===== src/rtl/switch_pkg.sv =====
// Shared definitions for the switch conditioner.
//   NUM_SWITCHES           - number of independent switch channels
//   DEFAULT_DEBOUNCE_LIMIT - stable clocks required to accept a level (10 ms at 25 MHz)
//   deb_state_e            - per-channel debounce state
package switch_pkg;

    localparam int unsigned NUM_SWITCHES           = 4;
    localparam int unsigned DEFAULT_DEBOUNCE_LIMIT = 250000;

    typedef enum logic [1:0] {
        S_LOW  = 2'd0,
        S_RISE = 2'd1,
        S_HIGH = 2'd2,
        S_FALL = 2'd3
    } deb_state_e;

endpackage


===== src/rtl/switch_debounce_channel.sv =====
// One switch channel: two-flop synchronizer, debounce FSM with stability counter,
// registered press/release pulses and the LED drive.
//
// Ports:
//   clk_i      - system clock
//   rst_i      - synchronous, active-high reset
//   raw_i      - raw switch pin, asynchronous to clk_i
//   level_o    - debounced level
//   press_o    - one-cycle pulse on debounced 0->1
//   release_o  - one-cycle pulse on debounced 1->0
//   led_o      - LED drive
//
// Configuration macro LED_TOGGLE_EN: when defined, led_o is a toggle register that
// inverts on every press; otherwise led_o follows level_o and no register is built.
module switch_debounce_channel
    import switch_pkg::*;
#(
    parameter int unsigned DEBOUNCE_LIMIT = DEFAULT_DEBOUNCE_LIMIT,
    parameter int unsigned CNT_W          = $clog2(DEBOUNCE_LIMIT + 1)
) (
    input  logic clk_i,
    input  logic rst_i,
    input  logic raw_i,
    output logic level_o,
    output logic press_o,
    output logic release_o,
    output logic led_o
);

    localparam logic [CNT_W-1:0] CntLimit = CNT_W'(DEBOUNCE_LIMIT);
    localparam logic [CNT_W-1:0] CntOne   = CNT_W'(1);

    logic       s1_q, s2_q;
    deb_state_e state_q, state_d;
    logic [CNT_W-1:0] cnt_q, cnt_d;
    logic       press_q, press_d;
    logic       release_q, release_d;

    // Next-state logic. The cycle that enters S_RISE/S_FALL already counts as the
    // first mismatching sample, so acceptance needs DEBOUNCE_LIMIT+1 in a row.
    always_comb begin
        state_d   = state_q;
        cnt_d     = '0;
        press_d   = 1'b0;
        release_d = 1'b0;
        unique case (state_q)
            S_LOW: begin
                if (s2_q) begin
                    state_d = S_RISE;
                    cnt_d   = CntOne;
                end
            end
            S_RISE: begin
                if (!s2_q) begin
                    state_d = S_LOW;
                end else if (cnt_q == CntLimit) begin
                    state_d = S_HIGH;
                    press_d = 1'b1;
                end else begin
                    cnt_d = cnt_q + CntOne;
                end
            end
            S_HIGH: begin
                if (!s2_q) begin
                    state_d = S_FALL;
                    cnt_d   = CntOne;
                end
            end
            S_FALL: begin
                if (s2_q) begin
                    state_d = S_HIGH;
                end else if (cnt_q == CntLimit) begin
                    state_d   = S_LOW;
                    release_d = 1'b1;
                end else begin
                    cnt_d = cnt_q + CntOne;
                end
            end
            default: state_d = S_LOW;
        endcase
    end

    always_ff @(posedge clk_i) begin
        if (rst_i) begin
            s1_q      <= 1'b0;
            s2_q      <= 1'b0;
            state_q   <= S_LOW;
            cnt_q     <= '0;
            press_q   <= 1'b0;
            release_q <= 1'b0;
        end else begin
            s1_q      <= raw_i;
            s2_q      <= s1_q;
            state_q   <= state_d;
            cnt_q     <= cnt_d;
            press_q   <= press_d;
            release_q <= release_d;
        end
    end

    assign level_o   = (state_q == S_HIGH) || (state_q == S_FALL);
    assign press_o   = press_q;
    assign release_o = release_q;

`ifdef LED_TOGGLE_EN
    logic led_q, led_d;

    always_comb begin
        led_d = led_q;
        if (press_d) begin
            led_d = ~led_q;
        end
    end

    always_ff @(posedge clk_i) begin
        if (rst_i) begin
            led_q <= 1'b0;
        end else begin
            led_q <= led_d;
        end
    end

    assign led_o = led_q;
`else
    assign led_o = level_o;
`endif

endmodule


===== src/rtl/switch_conditioner.sv =====
// Front end for the four board switches: each raw pin is synchronized, debounced and
// edge-detected by an independent switch_debounce_channel instance.
//
// Ports:
//   iClk, iReset            - clock and synchronous active-high reset
//   iSwitch_1..4            - raw switch pins (asynchronous)
//   oSwitch_1..4            - debounced levels
//   oPress_1..4             - one-cycle pulse on debounced 0->1
//   oRelease_1..4           - one-cycle pulse on debounced 1->0
//   oLED_1..4               - LED drive
//
// Configuration macro LED_TOGGLE_EN selects toggle-on-press LEDs (defined) or LEDs
// that follow the debounced level (undefined).
module switch_conditioner
    import switch_pkg::*;
#(
    parameter int unsigned DEBOUNCE_LIMIT = DEFAULT_DEBOUNCE_LIMIT,
    parameter int unsigned CNT_W          = $clog2(DEBOUNCE_LIMIT + 1)
) (
    input  logic iClk,
    input  logic iReset,
    input  logic iSwitch_1,
    input  logic iSwitch_2,
    input  logic iSwitch_3,
    input  logic iSwitch_4,
    output logic oSwitch_1,
    output logic oSwitch_2,
    output logic oSwitch_3,
    output logic oSwitch_4,
    output logic oPress_1,
    output logic oPress_2,
    output logic oPress_3,
    output logic oPress_4,
    output logic oRelease_1,
    output logic oRelease_2,
    output logic oRelease_3,
    output logic oRelease_4,
    output logic oLED_1,
    output logic oLED_2,
    output logic oLED_3,
    output logic oLED_4
);

    logic [NUM_SWITCHES-1:0] raw;
    logic [NUM_SWITCHES-1:0] level;
    logic [NUM_SWITCHES-1:0] press;
    logic [NUM_SWITCHES-1:0] release_p;
    logic [NUM_SWITCHES-1:0] led;

    assign raw = {iSwitch_4, iSwitch_3, iSwitch_2, iSwitch_1};

    for (genvar i = 0; i < NUM_SWITCHES; i++) begin : g_ch
        switch_debounce_channel #(
            .DEBOUNCE_LIMIT (DEBOUNCE_LIMIT),
            .CNT_W          (CNT_W)
        ) u_ch (
            .clk_i     (iClk),
            .rst_i     (iReset),
            .raw_i     (raw[i]),
            .level_o   (level[i]),
            .press_o   (press[i]),
            .release_o (release_p[i]),
            .led_o     (led[i])
        );
    end

    assign {oSwitch_4, oSwitch_3, oSwitch_2, oSwitch_1}     = level;
    assign {oPress_4, oPress_3, oPress_2, oPress_1}         = press;
    assign {oRelease_4, oRelease_3, oRelease_2, oRelease_1} = release_p;
    assign {oLED_4, oLED_3, oLED_2, oLED_1}                 = led;

endmodule

===== config.mk =====
export PLATFORM = sky130hd
export DESIGN_NAME = switch_conditioner
export DESIGN_NICKNAME = d
export VERILOG_FILES = /design/src/rtl/switch_pkg.sv /design/src/rtl/switch_debounce_channel.sv /design/src/rtl/switch_conditioner.sv
export SDC_FILE = /design/constraint.sdc
export NUM_CORES = 1
export LEC_CHECK = 0
export ABC_AREA = 1
export ABC_CLOCK_PERIOD_IN_PS = 2000
export CAP_MARGIN = 5
export CORE_UTILIZATION = 45
export CTS_CLUSTER_SIZE = 8
export DETAILED_ROUTE_END_ITERATION = 8
export GPL_TIMING_DRIVEN = 0
export SLEW_MARGIN = 20
export SYNTH_ARGS = -nofsm -noshare
export SYNTH_HDL_FRONTEND = slang
export SYNTH_SLANG_ARGS = --single-unit

===== constraint.sdc =====
create_clock -name iClk -period 2 [get_ports iClk]
set_input_delay 0.6 -clock iClk [delete_from_list [all_inputs] [get_ports iClk]]
set_output_delay 0.6 -clock iClk [all_outputs]
set_load 0.03 [all_outputs]

Word level (Yosys, flattened, before mapping)
Index checks and enable logic that the tools add are counted.

word-level totals
  flip-flop bits (word level) = 96
  input bits = 6
  output and inout bits = 16
  word-level logic and storage cells = 148

operators by class
  $add $sub $neg = 4
  eq/ne operators = 32
  mux-type cells = 56
  bitwise logic cells = 12
  reduce and logical (&&, ||, !) cells = 20

operators by type and width
  operator                 number
  $pmux W18 S4             4
  $mux W18                 12
  $add A18 B1 Y18 const B  4
  $eq A18 B18 Y1 const B   4
  $mux W2                  24
  $pmux W2 S4              4
  $reduce_or A3 Y1         8
  $eq A2 B2 Y1 const B     8
  $reduce_and A4 Y1        4
  $mux W1                  12
  $ne A3 B1 Y1 const B     4
  $ne A3 B3 Y1 const B     4
  $not A1 Y1               12
  $eq A2 B1 Y1 const B     4
  $logic_not A2 Y1         4
  $ne A2 B1 Y1 const B     4
  $ne A2 B2 Y1 const B     4
  $logic_or A1 B1 Y1       4

Logic depth before layout (Yosys ltp)
Gate-level depths: netlist of run 1.

  word-level depth = 4
  gate-level depth with buffers = 10
  depth with buffers taken out = 10

Cells and area by module
From an unflattened synthesis of run 1, not the netlist that was laid out.

second synthesis, totals
  cells, all modules = 648
  area total of the unflattened synthesis = 4813.4 µm²

by module, submodules not included
  module                                      instances  cells each  area each (µm²)  sequential area each (µm²)
  switch_debounce_channel (g_ch[0].u_ch ...)  3          164         1197.4           480.5
  switch_debounce_channel (g_ch[3].u_ch)      1          156         1221.2           480.5

Worst setup path after synthesis of run 1
Ideal clock, no wire load.

  path type = reg-to-output
  start point = register (tool-made name)
  end point = output oSwitch_2
  data arrival time = 887 ps
  data required time = 1400 ps
  setup slack = 513 ps
  cell stages (with the launch flop) = 3
  buffers on the path = 2
  cell sequence = dfxtp_1 clkbuf_1 buf_4

RTL lines
  element        RTL line                  source
  end, declared  switch_conditioner.sv:27  output logic oSwitch_2,

Worst setup path after layout of run 1
  start point = register g_ch[1].u_ch.release_q
  end point = output oRelease_2

RTL lines
  element                 RTL line                       source
  start, declared         switch_debounce_channel.sv:37  logic release_q, release_d;
  start signal, assigned  switch_debounce_channel.sv:97  release_q <= release_d;
  end, declared           switch_conditioner.sv:35       output logic oRelease_2,

No word-level cell between the ends.

==> results.tsv, run 1 <==
stage	metric	value	unit
layout	layout-drive-gt1-share	0.0864	
synthesis	synth_area	0.00485	mm²
cts	cts_tree	yes	
critical_path	critPathTopFamily	buffers and inverters	
route	dr.pass1.iters	5	
layout	num-fill-cells	1059	
timing	setup_viol	0	
cts	cts_hold_buffers	0	
synthesis	syn_area_per_cell	6.87	µm²
critical_path	required	1.40	ns
cts	numCtsBuffers	9	
route	ant_nets	0	
cts	cts_setup_buffers	0	
layout	final_core_util	0.517	
global_route	grt_usage	0.188	
die	die_y	106	µm
die	core-area	0.0104	mm²
place	gp_congestion	0.832	
critical_path	cp_cell_sequence	clkdlybuf4s50_1	
route	drc	0	
die	die_area	0.0112	mm²
synthesis	synth.ff_latch_count	96	
critical_path	slowest_stage	clkdlybuf4s50_1	
critical_path	worstPathBufferInverterCount	1	
synthesis	ys_types	33	
die	fp-row-count	37	
timing	max_slew_margin	0.712	
layout	mostFrequentLayoutCell	nor2_1	
global_route	antenna_found_initial	0	
layout	final_cell_mix	nor2_1 (152), nand2_1 (131), inv_1 (106)	
synthesis	syn-num-nets	719	
layout	area_delta_synth_final	10.6	%
critical_path	crit_arrival	1.34	ns
route	drt-total-wl	9.60	mm
place	portBuffers	21	
flow_run	timing.max_cap.violations	0	
critical_path	rr_worst_depth	9	
timing	max_freq	0.515	GHz
cts	clock-sinks	96	
synthesis	ys_seq_area_frac	0.397	
route	avgViaCountPerCell	4.81	
power_and_ir_drop	p_leak	1.91	nW
outcome	status	completed	
global_route	grt_first_pass_wirelength	17.1	mm
power_and_ir_drop	vdd_drop_max	0.000265	V
die	die_w	106	µm
power_and_ir_drop	power.density	571	mW/mm²
route	vias	4220	
layout	multi_input_comb_area	0.00240	mm²
min_path	min_path_type	reg -> reg	
layout	antenna_cells	0	
timing	fin_crit	1.94	ns
cts	cts_max_level	3	
timing	slew_viol_final	0	
layout	seqCellArea	0.00192	mm²
critical_path	cp_slowest_stage_delay	0.67	ns
layout	fin_nets	751	
critical_path	critPathMaxFanout	1	
timing	clock_skew	0.00791	ns
critical_path	cp-start-kind	flip-flop	
cts	clk_latency	0.36	ns
synthesis	ys.warnings.count	0	
synthesis	syn_inst	705	
critical_path	worst-path-stages	1	
place	place_area	0.00523	mm²
cts	clockRootBuffer	clkbuf_8	
critical_path	crit_type	reg -> out	
cts	cts.path.max_buffers	2	
global_route	grt_max_degree	14	
die	start_util	0.467	
critical_path	critPathCaptureType	primary output	
power_and_ir_drop	finalPower	0.00306	W
route	routedWlPerCell	10.9	µm
timing	fin_crit_sh	0.971	
global_route	grt-ovfl-total	0	
timing	final-hold-violation-count	0	
die	io_pins	22	
place	hpwl	7.38	mm
route	drt_iter0_markers	196	
min_path	whs_path_depth	2	
cts	clk_pin_slew	0.09	ns
layout	fin_area	0.00536	mm²
timing	worst_pin_slew	0.432	ns
global_route	grt_pass1_vias	3900	
timing	grt_setup_unrepaired	no	
[through the flow]
stage	setup slack [ns]	cells	setup TNS (ns)	hold WS [ns]
2_1_floorplan	0.513	705	0	0.388
3_3_place_gp	-0.196	862	-6.21	0.392
3_5_place_dp	-0.235	862	-7.53	0.397
4_1_cts	0.0171	877	0	0.407
5_1_grt	0.00451	877	0	0.429
6_report	0.0573	877	0	0.408
[where the power goes]
part           leakage [nW]  total (W)  switching (W)  internal [W]
Sequential            0.775    0.00193     0.00000888       0.00192
Clock                0.0745    0.00108       0.000636      0.000448
Combinational          1.06  0.0000478      0.0000275     0.0000203
Total                  1.91    0.00306       0.000672       0.00239
[layout make-up]
class,instances,area share
flip-flops and latches,96,0.359
clock buffers,14,0.0266
clock inverters,1,0.000934
plain buffers,16,0.0213
well taps,136,0.0318
inverters,109,0.0768
multi-input cells,484,0.448
repair buffers,21,0.0362
[state kept, by name, indices dropped and copies added (netlist names), named ones only]
signal / cells
g_ch.u_ch.state_q: 4
g_ch.u_ch.s2_q: 4
g_ch.u_ch.cnt_q: 72
g_ch.u_ch.press_o: 4
g_ch.u_ch.s1_q: 4
g_ch.u_ch.release_o: 4
[what timing repair did]
item                       4_1_cts  5_1_grt
gates resized for setup          8        5
setup endpoints to repair        8        3
gates cloned                     0        0
[synth_stat cells (all sizes together)]
| master | n | area share |
|---|---|---|
| nor2 | 174 | 0.15 |
| nand2 | 139 | 0.11 |
| inv | 109 | 0.085 |
| dfxtp | 96 | 0.40 |
| nand3 | 48 | 0.054 |
| nor3 | 26 | 0.031 |
| xor2 | 20 | 0.036 |
| nand4 | 19 | 0.025 |
| a21oi | 12 | 0.012 |
| buf | 11 | 0.020 |
| o21ai | 9 | 0.0093 |
| ha | 8 | 0.021 |
| xnor2 | 8 | 0.014 |
| clkbuf | 5 | 0.0039 |
| a31oi | 4 | 0.0052 |
| nand3b | 4 | 0.0062 |
| and2 | 3 | 0.0039 |
| o21bai | 3 | 0.0046 |
| nor3b | 2 | 0.0031 |
| nor4 | 2 | 0.0026 |
| and3 | 1 | 0.0013 |
| o211ai | 1 | 0.0015 |
| o22ai | 1 | 0.0013 |
[routing by layer]
| layer | track usage | up-vias | share of wire |
|---|---|---|---|
| li1 | - | 2241 | - |
| met1 | 0.255 | 1887 | 0.50 |
| met2 | 0.300 | 75 | 0.44 |
| met3 | 0.0260 | 17 | 0.031 |
| met4 | 0.0774 | 0 | 0.021 |
| met5 | 0 | - | 0 |
[cell families after synthesis]
family,after synthesis,share of synthesized area
xor gates and xnor gates,28,0.0506
DFF,96,0.397
buffers and inverters,125,0.108
AOI/OAI and AO/OA,30,0.0343
and+or+nand+nor,418,0.389
adders and majority gates,8,0.0207
[worst paths after layout]
check,startpoint,endpoint,slack (ns)
setup / recovery,g_ch[1].u_ch.release_o$_SDFF_PP0_,oRelease_2,0.06
hold / removal,g_ch[2].u_ch.s1_q$_SDFF_PP0_,g_ch[2].u_ch.s2_q$_SDFF_PP0_,0.41
setup reg to reg,g_ch[2].u_ch.cnt_q[0]$_SDFF_PP0_,g_ch[2].u_ch.cnt_q[2]$_SDFF_PP0_,0.33
hold reg to reg,g_ch[2].u_ch.s1_q$_SDFF_PP0_,g_ch[2].u_ch.s2_q$_SDFF_PP0_,0.41
(Power assumes the default switching activity.)
==> inputs of run 2 (changes only) <==
- CELL_PAD_IN_SITES_DETAIL_PLACEMENT: not set -> 1
- CELL_PAD_IN_SITES_GLOBAL_PLACEMENT: not set -> 1
- CORE_UTILIZATION: 45 -> 44
- PLACE_DENSITY_LB_ADDON: not set -> 0.1
==> run 2 against run 1 <==
  * First-iteration DRC count down 38%
  * Routed wire length increased by 21%
  * Hold slack improved by 0.0039 ns
  * Sequential share of layout area fell by 0.54 points
  * Total power is 13% higher
  * Global-route usage increased by 3.5 points
  * Register-to-register slack lost 0.03 ns
  * Combinational power up 3%
  * Via count up 3.1%
  * Sequential cell count unchanged
  * Critical endpoint is now oRelease_4
==> results.tsv, run 2 (synthesis results as in run 1) <==
stage	metric	value	unit	change
critical_path	reg2reg_to	g_ch[2].u_ch.cnt_q[12]$_SDFF_PP0_		
route	dr.pass1.iters	4		-1
layout	final_cell_mix	nor2_1 (152), nand2_1 (131), inv_1 (106)		
critical_path	rr_worst_depth	9		unchanged
power_and_ir_drop	finalPower	0.00345	W	+13%
power_and_ir_drop	power.density	634	mW/mm²	+11%
route	avgViaCountPerCell	4.96		+3.0%
critical_path	critPathMaxFanout	1		unchanged
route	drc	0		unchanged
place	hpwl	8.99	mm	+22%
cts	clk_latency	0.38	ns	+0.02 ns
cts	clk_pin_slew	0.09	ns	about the same
min_path	min_path_type	reg -> reg		
min_path	min_from	g_ch[0].u_ch.s1_q$_SDFF_PP0_		
power_and_ir_drop	p_leak	2.01	nW	+5.0%
outcome	status	completed		
timing	final-hold-violation-count	0		unchanged
critical_path	critPathCaptureType	primary output		
power_and_ir_drop	pwr-share-comb	0.014		-0.002
layout	antenna_cells	0		unchanged
global_route	grt_first_pass_wirelength	20.3	mm	+19%
cts	clockRootBuffer	clkbuf_8		
cts	cts_hold_buffers	0		unchanged
timing	worst_pin_slew	0.444	ns	+0.0121 ns
cts	cts_max_level	3		unchanged
critical_path	cp_cell_sequence	clkdlybuf4s50_1		
timing	fin_crit_sh	0.976		+0.00497
critical_path	r2r_slack	0.30	ns	-0.03 ns
place	portBuffers	21		unchanged
cts	cts_tree	yes		
critical_path	rr_startpoint	g_ch[2].u_ch.cnt_q[0]$_SDFF_PP0_		
timing	max_slew_margin	0.702		-0.0104
route	routedWlPerCell	13.2	µm	+21%
critical_path	crit_type	reg -> out		
die	fp-row-count	37		unchanged
timing	setup_viol	0		unchanged
power_and_ir_drop	seqPwrFrac	0.560		-0.070
place	gp_congestion	0.833		+0.18%
die	die_w	107	µm	+1.1%
layout	mostFrequentLayoutCell	nor2_1		
cts	cts.path.max_buffers	2		unchanged
min_path	holdPathEnd	g_ch[0].u_ch.s2_q$_SDFF_PP0_		
die	start_util	0.461		-0.00618
power_and_ir_drop	clkPwrFrac	0.426		+0.072
layout	area_delta_synth_final	12.3	%	
timing	fin_crit	1.95	ns	+0.00993 ns
layout	layout-drive-gt1-share	0.0997		+0.0134
critical_path	worstPathBufferInverterCount	1		unchanged
global_route	grt_max_degree	17		+3
route	drt-total-wl	11.6	mm	+21%
timing	setup_tns	0	ns	unchanged
die	io_pins	22		unchanged
timing	clock_skew	0.00665	ns	-0.00127 ns
route	ant_nets	0		unchanged
die	die_y	107	µm	+1.1%
route	vias	4352		+3.1%
global_route	grt-ovfl-total	0		unchanged
global_route	antenna_found_initial	0		unchanged
min_path	whs_path_depth	2		unchanged
power_and_ir_drop	power.switching	0.000764	W	+14%
route	drt_iter0_markers	122		-38%
timing	grt_setup_unrepaired	no		
critical_path	required	1.40	ns	about the same
layout	largest_reg_flops	72		unchanged
die	core-area	0.0105	mm²	+1.3%
critical_path	crit_arrival	1.35	ns	about the same
global_route	grt_pass1_vias	4401		+13%
critical_path	cp_slowest_stage_delay	0.66	ns	about the same
timing	slew_viol_final	0		unchanged
critical_path	critPathTopFamily	buffers and inverters		
power_and_ir_drop	internal-power	0.00268	W	+12%
die	die_area	0.0114	mm²	+2.2%
flow_run	timing.max_cap.violations	0		unchanged
cts	numCtsBuffers	9		unchanged
cts	clock-sinks	96		unchanged
layout	top_register	g_ch.u_ch.cnt_q		
critical_path	slowest_stage	clkdlybuf4s50_1		
global_route	grt_usage	0.223		+0.0349
power_and_ir_drop	switching_share	0.222		+0.00197
layout	fin_nets	751		unchanged
critical_path	cp-start-kind	flip-flop		
power_and_ir_drop	vdd_drop_max	0.000374	V	+41%
timing	max_freq	0.512	GHz	-0.51%
-- run 2: changes by cell type in the layout (fill, tap and decap cells not counted), moves of 2 or more --
cell / delta
clkdlybuf4s50_1: -6
clkbuf_1: -5
dlymetal6s2s_1: +3
bufinv_16: +2
clkinv_4: +2
clkinvlp_4: +2
-- run 2: worst max path at each step --
stage | from | endpoint | slack [ns] | cells past startpoint
final | g_ch[3].u_ch.release_o$_SDFF_PP0_ | oRelease_4 | 0.05 | 1
after floorplan | flip-flop | oSwitch_2 | 0.51 | 2
after global routing | g_ch[0].u_ch.release_o$_SDFF_PP0_ | oRelease_1 | 0.001 | 1
after detailed placement | iReset | g_ch[3].u_ch.cnt_q[12]$_SDFF_PP0_ | -0.27 | 7
after CTS | flip-flop | oLED_4 | 0.002 | 2
after global placement | iReset | g_ch[0].u_ch.cnt_q[14]$_SDFF_PP0_ | -0.20 | 9
-- run 2: area by class of cell --
cell class | instances | area, µm²
Tap cell | 136 | 170
Clock buffer | 10 | 138
Inverter | 109 | 412
Multi-Input combinational cell | 484 | 2400
Buffer | 16 | 114
Sequential cell | 96 | 1920
Timing Repair Buffer | 21 | 195
Fill cell | 1413 | 5070
Clock inverter | 6 | 92.6
-- run 2: timing repair --
item,CTS,global route
pin swaps,0,0
buffers inserted,0,0
cloned,0,0
resized for setup,17,8
setup endpoints to repair,11,7
-- run 2: power groups by stage --
stage	logic (W)	registers, W	clock network [W]
floorplan	0.0000288	0.00197	0
global placement	0.0000485	0.00198	0
detailed placement	0.0000499	0.00198	0
CTS	0.0000504	0.00193	0.00152
global route	0.0000568	0.00193	0.00159
finish	0.0000494	0.00193	0.00147
-- run 2: routing by layer --
| layer | vias up | GRT usage | part of all wire |
|---|---|---|---|
| met5 | - | 0 | 0 |
| met4 | 0 | 0.0841 | 0.017 |
| met3 | 16 | 0.0334 | 0.017 |
| met2 | 33 | 0.383 | 0.49 |
| met1 | 2064 | 0.281 | 0.48 |
| li1 | 2239 | - | - |
-- run 2: through the flow --
| step | util | area, µm² | hold slack (ns) | cells | setup slack, ns |
|---|---|---|---|---|---|
| 2_1_floorplan | - | 4850 | 0.388 | 705 | 0.513 |
| 3_3_place_gp | 0.497 | 5230 | 0.390 | 862 | -0.203 |
| 3_5_place_dp | 0.497 | 5230 | 0.402 | 862 | -0.274 |
| 4_1_cts | 0.518 | 5450 | 0.417 | 878 | 0.00167 |
| 5_1_grt | 0.518 | 5440 | 0.424 | 878 | 0.00107 |
| 6_report | 0.518 | 5440 | 0.412 | 878 | 0.0474 |
-- run 2: worst reg2reg max path, stage by stage (launching register included) --
cell     delay (ns)
dfxtp_1        0.48
inv_1          0.11
ha_1           0.22
nand2_1        0.07
nor2_1         0.05
and2_1         0.17
nand2_1        0.14
nand3_2        0.15
buf_6          0.18
nor2_1         0.10
